[config.mk]
export PLATFORM = sky130hd
export DESIGN_NAME = rst_sequencer
export DESIGN_NICKNAME = d
export VERILOG_FILES = /design/src/rtl/rst_seq_pkg.sv /design/src/rtl/rst_seq_timer.sv /design/src/rtl/rst_sequencer.sv
export SDC_FILE = /design/constraint.sdc
export NUM_CORES = 1
export LEC_CHECK = 0
export ABC_AREA = 1
export BUFFER_PORTS_ARGS = -buffer_cell sky130_fd_sc_hd__buf_2
export CAP_MARGIN = 25
export CORE_MARGIN = 3
export CORE_UTILIZATION = 56
export CTS_CLUSTER_DIAMETER = 80
export DETAILED_ROUTE_END_ITERATION = 7
export MAX_ROUTING_LAYER = met4
export PLACE_DENSITY_LB_ADDON = 0.05
export SKIP_CTS_REPAIR_TIMING = 1
export SYNTH_ARGS = -nofsm -noshare
export SYNTH_HDL_FRONTEND = slang
export SYNTH_SLANG_ARGS = --single-unit
[constraint.sdc]
create_clock -name clk -period 2 [get_ports clk]
set_input_delay 0.1 -clock clk [delete_from_list [all_inputs] [get_ports clk]]
set_output_delay 0.1 -clock clk [all_outputs]
set_load 0.005 [all_outputs]
[src/rtl/rst_seq_pkg.sv]
// Shared types and sizing helpers for the reset sequencer.
package rst_seq_pkg;

    typedef enum logic [1:0] {
        ASSERT   = 2'd0,
        WAIT_ACK = 2'd1,
        DONE     = 2'd2
    } state_t;

    // The single counter has to cover both the hold phase and the ack watchdog.
    function automatic int unsigned cnt_width(input int unsigned hold, input int unsigned timeout);
        int unsigned span;
        span = (hold > timeout) ? hold : timeout;
        return 32'($clog2(span)) + 32'd1;
    endfunction

endpackage

[src/rtl/rst_seq_timer.sv]
// Up-counter with synchronous clear, count enable and terminal-value compare.
// Saturates at all ones so it never wraps.
module rst_seq_timer #(
    parameter int unsigned WIDTH = 8
) (
    input  logic             clk,
    input  logic             rst,
    input  logic             clr,
    input  logic             en,
    input  logic [WIDTH-1:0] term,
    output logic             at_term_c
);

    logic [WIDTH-1:0] cnt;

    always_ff @(posedge clk) begin
        if (rst) begin
            cnt <= '0;
        end else if (clr) begin
            cnt <= '0;
        end else if (en && (cnt != '1)) begin
            cnt <= cnt + WIDTH'(1);
        end
    end

    assign at_term_c = (cnt == term);

endmodule

[src/rtl/rst_sequencer.sv]
// Releases NUM_STAGES downstream reset domains in order, one ack at a time.
// Define RST_SEQ_WDOG_EN to add the per-stage ack watchdog and sticky err flag.
module rst_sequencer
    import rst_seq_pkg::*;
#(
    parameter int unsigned NUM_STAGES  = 4,
    parameter int unsigned HOLD_CYCLES = 16,
    parameter int unsigned ACK_TIMEOUT = 1024
) (
    input  logic                              clk,
    input  logic                              rst,
    input  logic                              soft_rst_req,
    input  logic [NUM_STAGES-1:0]             stage_ack,
    output logic [NUM_STAGES-1:0]             stage_rst,
    output logic [$clog2(NUM_STAGES):0]       cur_stage,
    output logic                              busy,
    output logic                              all_ready,
    output logic                              err
);

    localparam int unsigned CW    = $clog2(NUM_STAGES) + 1;
    localparam int unsigned CNT_W = cnt_width(HOLD_CYCLES, ACK_TIMEOUT);
    localparam logic [CW-1:0] LAST_IDX = CW'(NUM_STAGES - 1);
    localparam logic [CW-1:0] DONE_IDX = CW'(NUM_STAGES);

    state_t                  state_q;
    state_t                  state_d;
    logic [NUM_STAGES-1:0]   stage_rst_d;
    logic [CW-1:0]           cur_d;
    logic                    busy_d;
    logic                    all_ready_d;
    logic                    ack_sel_c;
    logic                    advance_c;
    logic                    tmr_clr;
    logic                    tmr_en;
    logic [CNT_W-1:0]        tmr_term;
    logic                    tmr_at_term;

    // Only the awaited stage's ack is considered.
    always_comb begin
        ack_sel_c = 1'b0;
        for (int unsigned k = 0; k < NUM_STAGES; k++) begin
            if (cur_stage == CW'(k)) begin
                ack_sel_c = stage_ack[k];
            end
        end
    end

`ifdef RST_SEQ_WDOG_EN
    logic err_q;
    logic err_d;
    logic timeout_c;

    assign tmr_term  = (state_q == ASSERT) ? CNT_W'(HOLD_CYCLES - 1) : CNT_W'(ACK_TIMEOUT - 1);
    assign timeout_c = (state_q == WAIT_ACK) && !ack_sel_c && tmr_at_term;
    assign advance_c = ack_sel_c || timeout_c;
    assign err       = err_q;
`else
    assign tmr_term  = CNT_W'(HOLD_CYCLES - 1);
    assign advance_c = ack_sel_c;
    assign err       = 1'b0;
`endif

    rst_seq_timer #(
        .WIDTH (CNT_W)
    ) u_timer (
        .clk       (clk),
        .rst       (rst),
        .clr       (tmr_clr),
        .en        (tmr_en),
        .term      (tmr_term),
        .at_term_c (tmr_at_term)
    );

    // State and registered outputs.
    always_ff @(posedge clk) begin
        if (rst) begin
            state_q   <= ASSERT;
            stage_rst <= '1;
            cur_stage <= '0;
            busy      <= 1'b1;
            all_ready <= 1'b0;
        end else begin
            state_q   <= state_d;
            stage_rst <= stage_rst_d;
            cur_stage <= cur_d;
            busy      <= busy_d;
            all_ready <= all_ready_d;
        end
    end

`ifdef RST_SEQ_WDOG_EN
    // Sticky: survives soft requests, only rst clears it.
    always_ff @(posedge clk) begin
        if (rst) begin
            err_q <= 1'b0;
        end else begin
            err_q <= err_d;
        end
    end
`endif

    // Next-state logic.
    always_comb begin
        state_d = state_q;
        if (soft_rst_req) begin
            state_d = ASSERT;
        end else begin
            case (state_q)
                ASSERT: begin
                    if (tmr_at_term) begin
                        state_d = WAIT_ACK;
                    end
                end
                WAIT_ACK: begin
                    if (advance_c && (cur_stage == LAST_IDX)) begin
                        state_d = DONE;
                    end
                end
                DONE: begin
                    state_d = DONE;
                end
                default: begin
                    state_d = ASSERT;
                end
            endcase
        end
    end

    // Output next values and timer control.
    always_comb begin
        stage_rst_d = stage_rst;
        cur_d       = cur_stage;
        tmr_clr     = 1'b0;
        tmr_en      = 1'b0;
`ifdef RST_SEQ_WDOG_EN
        err_d       = err_q || timeout_c;
`endif
        if (soft_rst_req) begin
            stage_rst_d = '1;
            cur_d       = '0;
            tmr_clr     = 1'b1;
        end else begin
            case (state_q)
                ASSERT: begin
                    stage_rst_d = '1;
                    tmr_en      = 1'b1;
                    if (tmr_at_term) begin
                        stage_rst_d[0] = 1'b0;
                        cur_d          = '0;
                        tmr_clr        = 1'b1;
                    end
                end
                WAIT_ACK: begin
`ifdef RST_SEQ_WDOG_EN
                    tmr_en = 1'b1;
`endif
                    if (advance_c) begin
                        tmr_clr = 1'b1;
                        if (cur_stage == LAST_IDX) begin
                            cur_d = DONE_IDX;
                        end else begin
                            cur_d = cur_stage + CW'(1);
                            for (int unsigned k = 1; k < NUM_STAGES; k++) begin
                                if (cur_stage + CW'(1) == CW'(k)) begin
                                    stage_rst_d[k] = 1'b0;
                                end
                            end
                        end
                    end
                end
                default: begin
                    tmr_en = 1'b0;
                end
            endcase
        end
        busy_d      = (state_d != DONE);
        all_ready_d = (state_d == DONE);
    end

endmodule
==> impl_metrics.csv, run 1 <==
group,metric,value,unit
run_status,outcome,"finished, final reports clean",
global_route,grt_pass1_vias,1127,
power_and_ir_drop,power_density,575,mW/mm^2
sta,period_share,84.3,%
floorplan,rows,16,
placement,post_dp_cell_area,0.00137,sq mm
logic_synthesis,yosysUniqueCellTypes,29,
power_and_ir_drop,design_power_total,817,uW
floorplan,ioPinCount,17,
logic_synthesis,synth_compound_area_share,10.3,%
logic_synthesis,synthSimpleGateAreaFrac,36.6,%
route,route.detailed.drc,0,
worst_setup_path,critical_path_class,"reg2reg",
global_route,antenna_found_initial,0,
sta,max_freq,593,MHz
sta,final_hold_viol_count,0,
clocking,clk_pin_slew,130,ps
route,dr.pass1.iters,4,
sta,tightest_slew,542,ps
sta,finalSetupTns,0,ps
worst_setup_path,cp_common_cell,"nand2_1",
power_and_ir_drop,ir_drop,382,uV
clocking,root_buffer,"clkbuf_4",
floorplan,fp.dieW,54.3,um
logic_synthesis,synth_cells,182,
clocking,cts_num_sinks,22,
worst_setup_path,cp-start-kind,"flop",
layout,num_antenna_cells,0,
logic_synthesis,synth_top_family_by_area,"simple AND/OR/NAND/NOR gates",
route,routed_wl,2.50,mm
sta,clock_skew,7.79,ps
worst_setup_path,cpLargestDelayFamily,"simple AND/OR/NAND/NOR gates",
sta,relSlewSlack,63.8,%
route,vias_per_cell,5.06,
worst_setup_path,crit_path_top_delay_cell,"dfxtp_1",
worst_setup_path,cp_max_fo,11,
logic_synthesis,ys_seq_area_share,33.7,%
route,drtIter0Drc,28,
global_route,grt_overflow_total,0,
worst_setup_path,rrSetupSlack,310,ps
floorplan,core,0.00208,sq mm
clocking,cts_buffers,3,
logic_synthesis,yosys_warnings,0,
power_and_ir_drop,leakage,0.000621,uW
logic_synthesis,syn_area,0.00131,sq mm
run,maxCapViolCount,0,
logic_synthesis,yosysTopAreaCellShare,33.7,%
worst_setup_path,critical_path.cell_chain,"ha_1, ha_1, inv_1, nand2_1, nor2_1, nand2_1, nand2_1, nand3_4, nand2_4, nor2_2",
placement,gp_congestion,0.797,
placement,dp_hpwl,1.99,mm
placement,io_buffers,15,
clocking,cts_tree,"built",
logic_synthesis,synth_area_leaders,"dfxtp_1 34%, nand2_1 15%, ha_1 6.7%",
layout,final_layout_size_suffix_gt1_share,21.8,%
hold_path,hp-class,"in2reg",
sta,slew_viol_final,0,
worst_setup_path,crit_buf_inv,1,
layout,syn_to_final_growth,8.51,%
global_route,grt_max_degree,14,
worst_setup_path,cpPeakStageDelay,360,ps
clocking,cts_max_level,1,
logic_synthesis,synth_adder_area_share,6.69,%
layout,final_nets,212,
worst_setup_path,arrival,1910,ps
worst_setup_path,required,2220,ps
route,wl_per_cell,11.2,um
clocking,worstSkewPairLatency,310,ps
sta,period_needed,1690,ps
route,antenna_left,0,
global_route,grt_use_total,21.9,%
logic_synthesis,syn_nets,196,
logic_synthesis,synth.area.mux_share,0,%
floorplan,die_y,54.3,um
worst_setup_path,end_kind,"flop",
floorplan,die-area,0.00295,sq mm
logic_synthesis,synth_top_area_cell,"dfxtp_1",
logic_synthesis,synth_xor_area_share,2.01,%
sta,finalSetupViolCount,0,
route,vias,1133,
sta,grt_setup_unrepaired,"no",
floorplan,initial_utilization,62.9,%
logic_synthesis,ys_ff_latch,22,
clocking,clockBufferDepth,2,
global_route,grt_pass1_wl,4.55,mm
layout,post-route-cell-area,0.00142,sq mm
logic_synthesis,avgSynthCellArea,7.19,sq um
[metrics by stage]
step / hold WS (ps) / setup WS (ps) / util, % / cells
finish: 112 / 314 / 68.2 / 224
global route: 120 / 120 / 68.2 / 224
CTS: 105 / 306 / 68.2 / 224
detailed placement: 434 / 314 / 65.7 / 220
global placement: 427 / 341 / 65.7 / 220
floorplan: 296 / 445 / - / 182
[registers in the layout, indices dropped and copies added, names as in the netlist]
register	count
state_q	2
stage_rst	4
u_timer.cnt	11
cur_stage	3
busy	1
all_ready	1
[layout by cell type, fill, tap and decap left out, drive strengths merged]
| cell | Yosys | routed |
|---|---|---|
| nand2 | 57 | 57 |
| nor2 | 26 | 26 |
| inv | 23 | 23 |
| dfxtp | 22 | 22 |
| buf | 4 | 15 |
| nand3 | 14 | 14 |
| a21oi | 13 | 13 |
| ha | 7 | 7 |
| nand4 | 4 | 4 |
| xor2 | 3 | 3 |
| clkbuf | 0 | 3 |
| o21ai | 3 | 3 |
| nor3 | 1 | 1 |
| o21bai | 1 | 1 |
| a31oi | 1 | 1 |
| and3 | 1 | 1 |
| or2 | 1 | 1 |
| conb | 1 | 1 |
| bufinv | 0 | 1 |
[logic make-up (layout without fill, tap and decap cells)]
group,count (synthesis),in the layout
other,1,1
adder cells (fa/ha/maj),7,7
AO/OA/AOI/OAI,18,18
buffers and inverters,27,42
flip-flops,22,22
AND/OR/NAND/NOR,104,104
XOR/XNOR,3,3
[layer usage]
layer | vias to the layer above | GRT usage, % | routed length [um]
met2 | 19 | 33.9 | 1090
li1 | 600 | - | -
met4 | 0 | 9.96 | 42
met3 | 4 | 4.09 | 75
met5 | - | - | 0
met1 | 510 | 27.5 | 1300
[worst paths after layout]
check          startpoint              end  cells past startpoint
max reg2reg  cur_stage[0]   u_timer.cnt[5]                     10
max          cur_stage[0]   u_timer.cnt[5]                     10
min          soft_rst_req  u_timer.cnt[10]                      4
min reg2reg  stage_rst[2]     stage_rst[2]                      2
[final cells by class]
cell class	instances	area, sq um
clock buffers	3	22.5
inverters	23	86.3
multi-input cells	133	732
repair buffers	15	75.1
flip-flops and latches	22	440
clock inverters	1	30.0
fillers	182	662
well taps	27	33.8
[synth_stat cells]
library cell / n
xor2_1: 3
dfxtp_1: 22
o21ai_1: 1
buf_6: 2
nor2_1: 23
nand3_4: 1
nand2_4: 2
a21oi_1: 5
inv_1: 19
a31oi_1: 1
and3_2: 1
nand4_1: 3
ha_1: 7
nand4_2: 1
nor2_2: 2
or2_2: 1
buf_4: 1
inv_2: 4
nor2_4: 1
buf_12: 1
nor3_2: 1
nand2_1: 54
nand2_2: 1
conb_1: 1
o21ai_4: 1
nand3_1: 13
a21oi_2: 8
o21bai_1: 1
o21ai_0: 1
[worst min-delay path, cell delays in order]
cell and delay [ps]:
buf_2 110, nor2_4 50, nand4_1 80, a21oi_1 60
[power breakdown]
part           switching [uW]  internal [uW]  leakage, uW
Sequential               1.58            439     0.000177
Clock                     140            203    0.0000279
Combinational            21.9           10.9     0.000416
Power figures use the tool's default switching activity.
==> run 2: changes to the inputs <==
Settings changed: CORE_UTILIZATION 56 to 51.
Clock period 2 ns to 1.45 ns, I/O delays scaled along.
==> impl_metrics.csv, run 2 (synthesis gave the netlist of run 1 again) <==
group,metric,value,unit
power_and_ir_drop,leakage,0.000692,uW
worst_setup_path,rrSetupSlack,-140,ps
run_status,outcome,"finished with violations",
worst_setup_path,cpPeakStageDelay,390,ps
layout,fin_cells,241,
worst_setup_path,reg2reg_to,"u_timer.cnt[10]",
route,met2_length,1.57,mm
worst_setup_path,cp-startpoint,"cur_stage[0]",
floorplan,core,0.00232,sq mm
global_route,grt_overflow_total,0,
power_and_ir_drop,power_density,643,mW/mm^2
route,antenna_left,0,
worst_setup_path,r2r_cells,10,
clocking,cts_buffers,3,
clocking,cts_num_sinks,22,
route,vias_per_cell,5.17,
layout,largest_reg_flops,11,
floorplan,rows,17,
worst_setup_path,r2r_start,"cur_stage[0]",
route,routed_wl,2.87,mm
layout,top_regs,"u_timer.cnt x11, stage_rst x4, cur_stage x3",
clocking,cts_max_level,1,
run_status,violations,"negative setup slack",
sta,layout_setup_ws,-136,ps
worst_setup_path,arrival,1810,ps
worst_setup_path,cpLargestDelayFamily,"simple AND/OR/NAND/NOR gates",
worst_setup_path,crit_end,"u_timer.cnt[10]",
clocking,clk_pin_slew,130,ps
route,wl_per_cell,11.9,um
power_and_ir_drop,p_int,778,uW
route,drt-met1-wl,1.15,mm
layout,final_cell_mix,"52 x nand2_1, 22 x nor2_1, 20 x dfxtp_1",
sta,slew_viol_final,0,
power_and_ir_drop,swShare,23.5,%
hold_path,worstHoldStart,"soft_rst_req",
layout,syn_to_final_growth,20.8,%
route,maxUsedRoutingLayer,"met4",
worst_setup_path,crit_path_top_delay_cell,"dfxtp_4",
global_route,grt_pass1_wl,4.64,mm
worst_setup_path,critical_path.cell_chain,"ha_4, ha_4, inv_2, nand2_1, nor2_1, nand2_1, nand2_2, nand3_4, nand2_8, a21oi_1",
sta,period_share,109,%
global_route,antenna_found_initial,0,
sta,finalSetupViolCount,14,
sta,clock_skew,5.87,ps
layout,top_register,"u_timer.cnt",
sta,grt_setup_unrepaired,"yes",
placement,place_inst,234,
power_and_ir_drop,seqPwrFrac,59.3,%
worst_setup_path,critical_path_class,"reg2reg",
power_and_ir_drop,ir_drop,502,uV
clocking,cts_tree,"built",
sta,finalSetupTns,-1700,ps
layout,final_common_cell,"nand2_1",
clocking,worstSkewPairLatency,320,ps
power_and_ir_drop,switching_power,238,uW
worst_setup_path,required,1670,ps
global_route,grt_use_total,18.4,%
route,vias,1245,
clocking,root_buffer,"clkbuf_4",
placement,dp_hpwl,2.18,mm
route,dr_wl_met3,123,um
run,maxCapViolCount,0,
placement,io_buffers,15,
route,dr.pass1.iters,8,
layout,final_layout_size_suffix_gt1_share,32.4,%
layout,final_core_util,68.2,%
worst_setup_path,cp-start-kind,"flop",
floorplan,die-area,0.00321,sq mm
floorplan,ioPinCount,17,
worst_setup_path,end_kind,"flop",
layout,num_antenna_cells,0,
clocking,clockBufferDepth,2,
placement,gp_congestion,0.895,
worst_setup_path,crit_buf_inv,1,
sta,final_hold_viol_count,0,
worst_setup_path,cp.depth,10,
hold_path,hp-class,"in2reg",
sta,max_freq,631,MHz
route,drtIter0Drc,30,
power_and_ir_drop,power_frac_clock,35.0,%
layout,final_nets,228,
worst_setup_path,cp_max_fo,11,
floorplan,die_y,56.7,um
floorplan,fp.dieW,56.7,um
global_route,grt_max_degree,13,
floorplan,initial_utilization,56.4,%
sta,period_needed,1590,ps
power_and_ir_drop,share_comb_of_total_power,5.6,%
route,route.detailed.drc,0,
global_route,grt_pass1_vias,1129,
-- run 2: area by class of cell --
| type | count | area (sq um) |
|---|---|---|
| Multi-Input combinational cell | 133 | 781 |
| Inverter | 23 | 86.3 |
| Tap cell | 28 | 35.0 |
| Fill cell | 201 | 737 |
| Sequential cell | 22 | 448 |
| Timing Repair Buffer | 31 | 195 |
| Clock buffer | 4 | 36.3 |
-- run 2: how the worst min path moves through the flow --
stage	slack [ps]	endpoint	depth (start not counted)
final	90	u_timer.cnt[10]	4
after CTS	80	u_timer.cnt[10]	4
after floorplan	270	u_timer.cnt[10]	3
after detailed placement	420	u_timer.cnt[10]	4
after global routing	110	u_timer.cnt[10]	4
after global placement	410	u_timer.cnt[10]	4
-- run 2: power by group through the flow --
stage	sequential (uW)	clock [uW]	combinational, uW
after floorplan	621	0	41.1
after global routing	604	377	62.0
after detailed placement	620	0	53.8
after global placement	620	0	52.9
final	603	356	56.9
after CTS	607	350	54.0
-- run 2: routing by layer --
layer,track usage (%),up-vias
met3,4.37,4
met2,35.3,32
li1,-,632
met4,2.03,0
met5,-,-
met1,19.5,577
-- run 2: stage by stage --
stage / worst slack, ps / power (uW) / hold WS [ps] / instance area (sq um)
4_1_cts: -98.7 / 1010 / 84.1 / 1530
6_report: -136 / 1020 / 93.9 / 1580
2_1_floorplan: 6.02 / 662 / 268 / 1340
5_1_grt: -197 / 1040 / 107 / 1580
3_3_place_gp: -27.8 / 673 / 412 / 1500
3_5_place_dp: -72.8 / 674 / 420 / 1500
-- run 2: tightest hold or removal path, cell delays in order --
cell and delay [ps]:
buf_2 110, nor2_4 50, nand4_1 80, a21oi_1 60
==> run 3: changes to the inputs <==
Settings changed: SYNTH_HIERARCHICAL set to 1.
==> impl_metrics.csv, run 3 <==
group,metric,value,unit
run_status,outcome,"finished with violations",
run_status,violations,"negative setup slack",
logic_synthesis,synth_cells,205,
worst_setup_path,cpLargestDelayFamily,"simple AND/OR/NAND/NOR gates",
clocking,clockBufferDepth,2,
logic_synthesis,ys.flop_type,"dfxtp_1",
layout,final_cell_mix,"37 x nand2_1, 29 x buf_4, 28 x nor2_1",
floorplan,initial_utilization,54.8,%
floorplan,die-area,0.00337,sq mm
power_and_ir_drop,swShare,24.0,%
floorplan,core,0.00252,sq mm
sta,fin_hold_ws,34.7,ps
placement,dp_hpwl,2.40,mm
route,wl_per_cell,11.0,um
logic_synthesis,synthMostInstantiatedCell,"nand2_1",
power_and_ir_drop,p_int,805,uW
layout,final_nets,277,
global_route,grt_max_degree,13,
worst_setup_path,crit_path_top_delay_cell,"dfxtp_4",
route,vias,1399,
logic_synthesis,synth_edf_count,0,
worst_setup_path,end_kind,"flop",
power_and_ir_drop,seqPwrFrac,57.5,%
layout,final_common_cell,"nand2_1",
sta,clock_skew,1.82,ps
logic_synthesis,synthArstFlopShare,0,%
sta,grt_setup_unrepaired,"yes",
floorplan,fp.dieW,58.1,um
floorplan,die_y,58.1,um
clocking,cts_tree,"built",
global_route,grt_overflow_total,0,
layout,largest_reg_flops,11,
logic_synthesis,synth_area_leaders,"dfxtp_1 32%, nand2_1 11%, nor2_1 9.8%",
route,antenna_left,0,
power_and_ir_drop,share_comb_of_total_power,10.6,%
global_route,grt_pass1_vias,1410,
global_route,grt_pass1_wl,5.26,mm
power_and_ir_drop,ir_drop,473,uV
sta,final_hold_viol_count,0,
power_and_ir_drop,leakage,0.000848,uW
placement,gp_congestion,0.865,
route,route.detailed.drc,0,
worst_setup_path,required,1700,ps
logic_synthesis,synth.top_cells.by_count,"41 x nand2_1, 36 x nor2_1, 22 x dfxtp_1, 22 x inv_1, 16 x nand3_1",
floorplan,rows,18,
worst_setup_path,cp-start-kind,"flop",
power_and_ir_drop,power_density,555,mW/mm^2
worst_setup_path,critical_path_class,"reg2reg",
logic_synthesis,synth_top_area_cell,"dfxtp_1",
power_and_ir_drop,switching_power,254,uW
logic_synthesis,yosysUniqueCellTypes,28,
worst_setup_path,cp_common_cell,"nand2_4",
logic_synthesis,yosys_warnings,6,
worst_setup_path,critical_path.cell_chain,"buf_6, ha_4, ha_4, a21oi_4, nand2_4, nand2_4, nand2_4, nor2_4, a21boi_2",
layout,num_antenna_cells,0,
hold_path,hp-class,"in2reg",
layout,syn_to_final_growth,38.0,%
route,drtIter0Drc,23,
power_and_ir_drop,power_frac_clock,31.9,%
clocking,worstSkewPairLatency,300,ps
sta,finalSetupViolCount,18,
placement,dp_slack,-362,ps
worst_setup_path,crit_buf_inv,1,
clocking,root_buffer,"clkbuf_4",
sta,period_share,113,%
layout,top_regs,"u_timer/cnt x11, stage_rst x4, cur_stage x3",
run,maxCapViolCount,0,
logic_synthesis,yosysTopAreaCellShare,31.9,%
logic_synthesis,ys_seq_area_share,31.9,%
logic_synthesis,avgSynthCellArea,6.74,sq um
clocking,cts_num_sinks,22,
sta,slew_viol_final,0,
layout,final_layout_size_suffix_gt1_share,38.5,%
route,dr.pass1.iters,4,
clocking,cts_max_level,1,
layout,fillerInstances,207,
logic_synthesis,syn_area,0.00138,sq mm
sta,period_needed,1630,ps
route,vias_per_cell,4.79,
logic_synthesis,ys_ff_latch,22,
global_route,antenna_found_initial,0,
placement,io_buffers,15,
clocking,clk_pin_slew,120,ps
worst_setup_path,cp_max_fo,6,
worst_setup_path,cpPeakStageDelay,390,ps
sta,max_freq,613,MHz
floorplan,ioPinCount,17,
layout,top_register,"u_timer/cnt",
sta,layout_setup_ws,-182,ps
global_route,grt_use_total,20.3,%
route,routed_wl,3.21,mm
clocking,cts_buffers,3,
worst_setup_path,arrival,1880,ps
run 3: cell types whose count changed after synthesis, sizes merged, moves of 3 or more:
cell   change
nand3      +3
nor2      +16
inv        +5
xnor2      +5
nand2     -12
run 3: kinds of logic after synthesis:
| kind of cell | synth area share, % |
|---|---|
| flops | 31.9 |
| simple gates | 35.2 |
| buf+inv | 10.5 |
| compound gates | 9.23 |
| xor+xnor | 6.33 |
| fa+ha+maj | 6.33 |
| other cells | 0.543 |
run 3: area by class of cell:
type,count,area [sq um],area share [%]
Clock buffer,4,36.3,1.90
Inverter,28,105,5.51
Multi-Input combinational cell,162,965,50.6
Sequential cell,22,450,23.6
Tap cell,30,37.5,1.97
Timing Repair Buffer,46,314,16.5
run 3: worst reg2reg max path: cells and delay by family (launching register included):
kind | cells | cell delay (ps)
DFF | 1 | 390
AOI/OAI and AO/OA | 2 | 340
buffers and inverters | 1 | 120
adders and majority gates | 2 | 320
and+or+nand+nor | 4 | 410
run 3: through the flow:
stage	instance area [sq um]	std cells	total power, uW	util (%)	setup TNS [ps]
floorplan	1480	216	692	-	-483
global placement	1750	282	716	69.2	-3030
CTS	1780	286	1060	70.6	-4540
global route	1910	292	1120	75.6	-3970
detailed placement	1750	282	719	69.2	-4120
finish	1910	292	1060	75.6	-2290
run 3: path summary, 6_finish.rpt:
path                startpoint               to  slack [ps]  depth (start not counted)
setup / recovery  cur_stage[1]  u_timer/cnt[10]        -180                          9
hold / removal             rst       state_q[0]          30                          2
setup reg to reg  cur_stage[1]  u_timer/cnt[10]        -180                          9
hold reg to reg   stage_rst[3]     stage_rst[3]         450                          2
run 3: routing by layer:
metal	share of wire (%)	vias to the layer above	GRT usage [%]
met2	54	18	39.0
li1	-	739	-
met4	1.9	0	9.27
met3	2.1	6	2.23
met1	42	636	20.2
met5	0	-	-
run 3: power by group through the flow:
stage                     Sequential (uW)  Combinational (uW)  Clock [uW]
after floorplan                       624                67.3           0
after global placement                623                92.6           0
after detailed placement              624                95.7           0
after CTS                             610                96.1         352
after global routing                  609                 127         382
final                                 608                 112         338
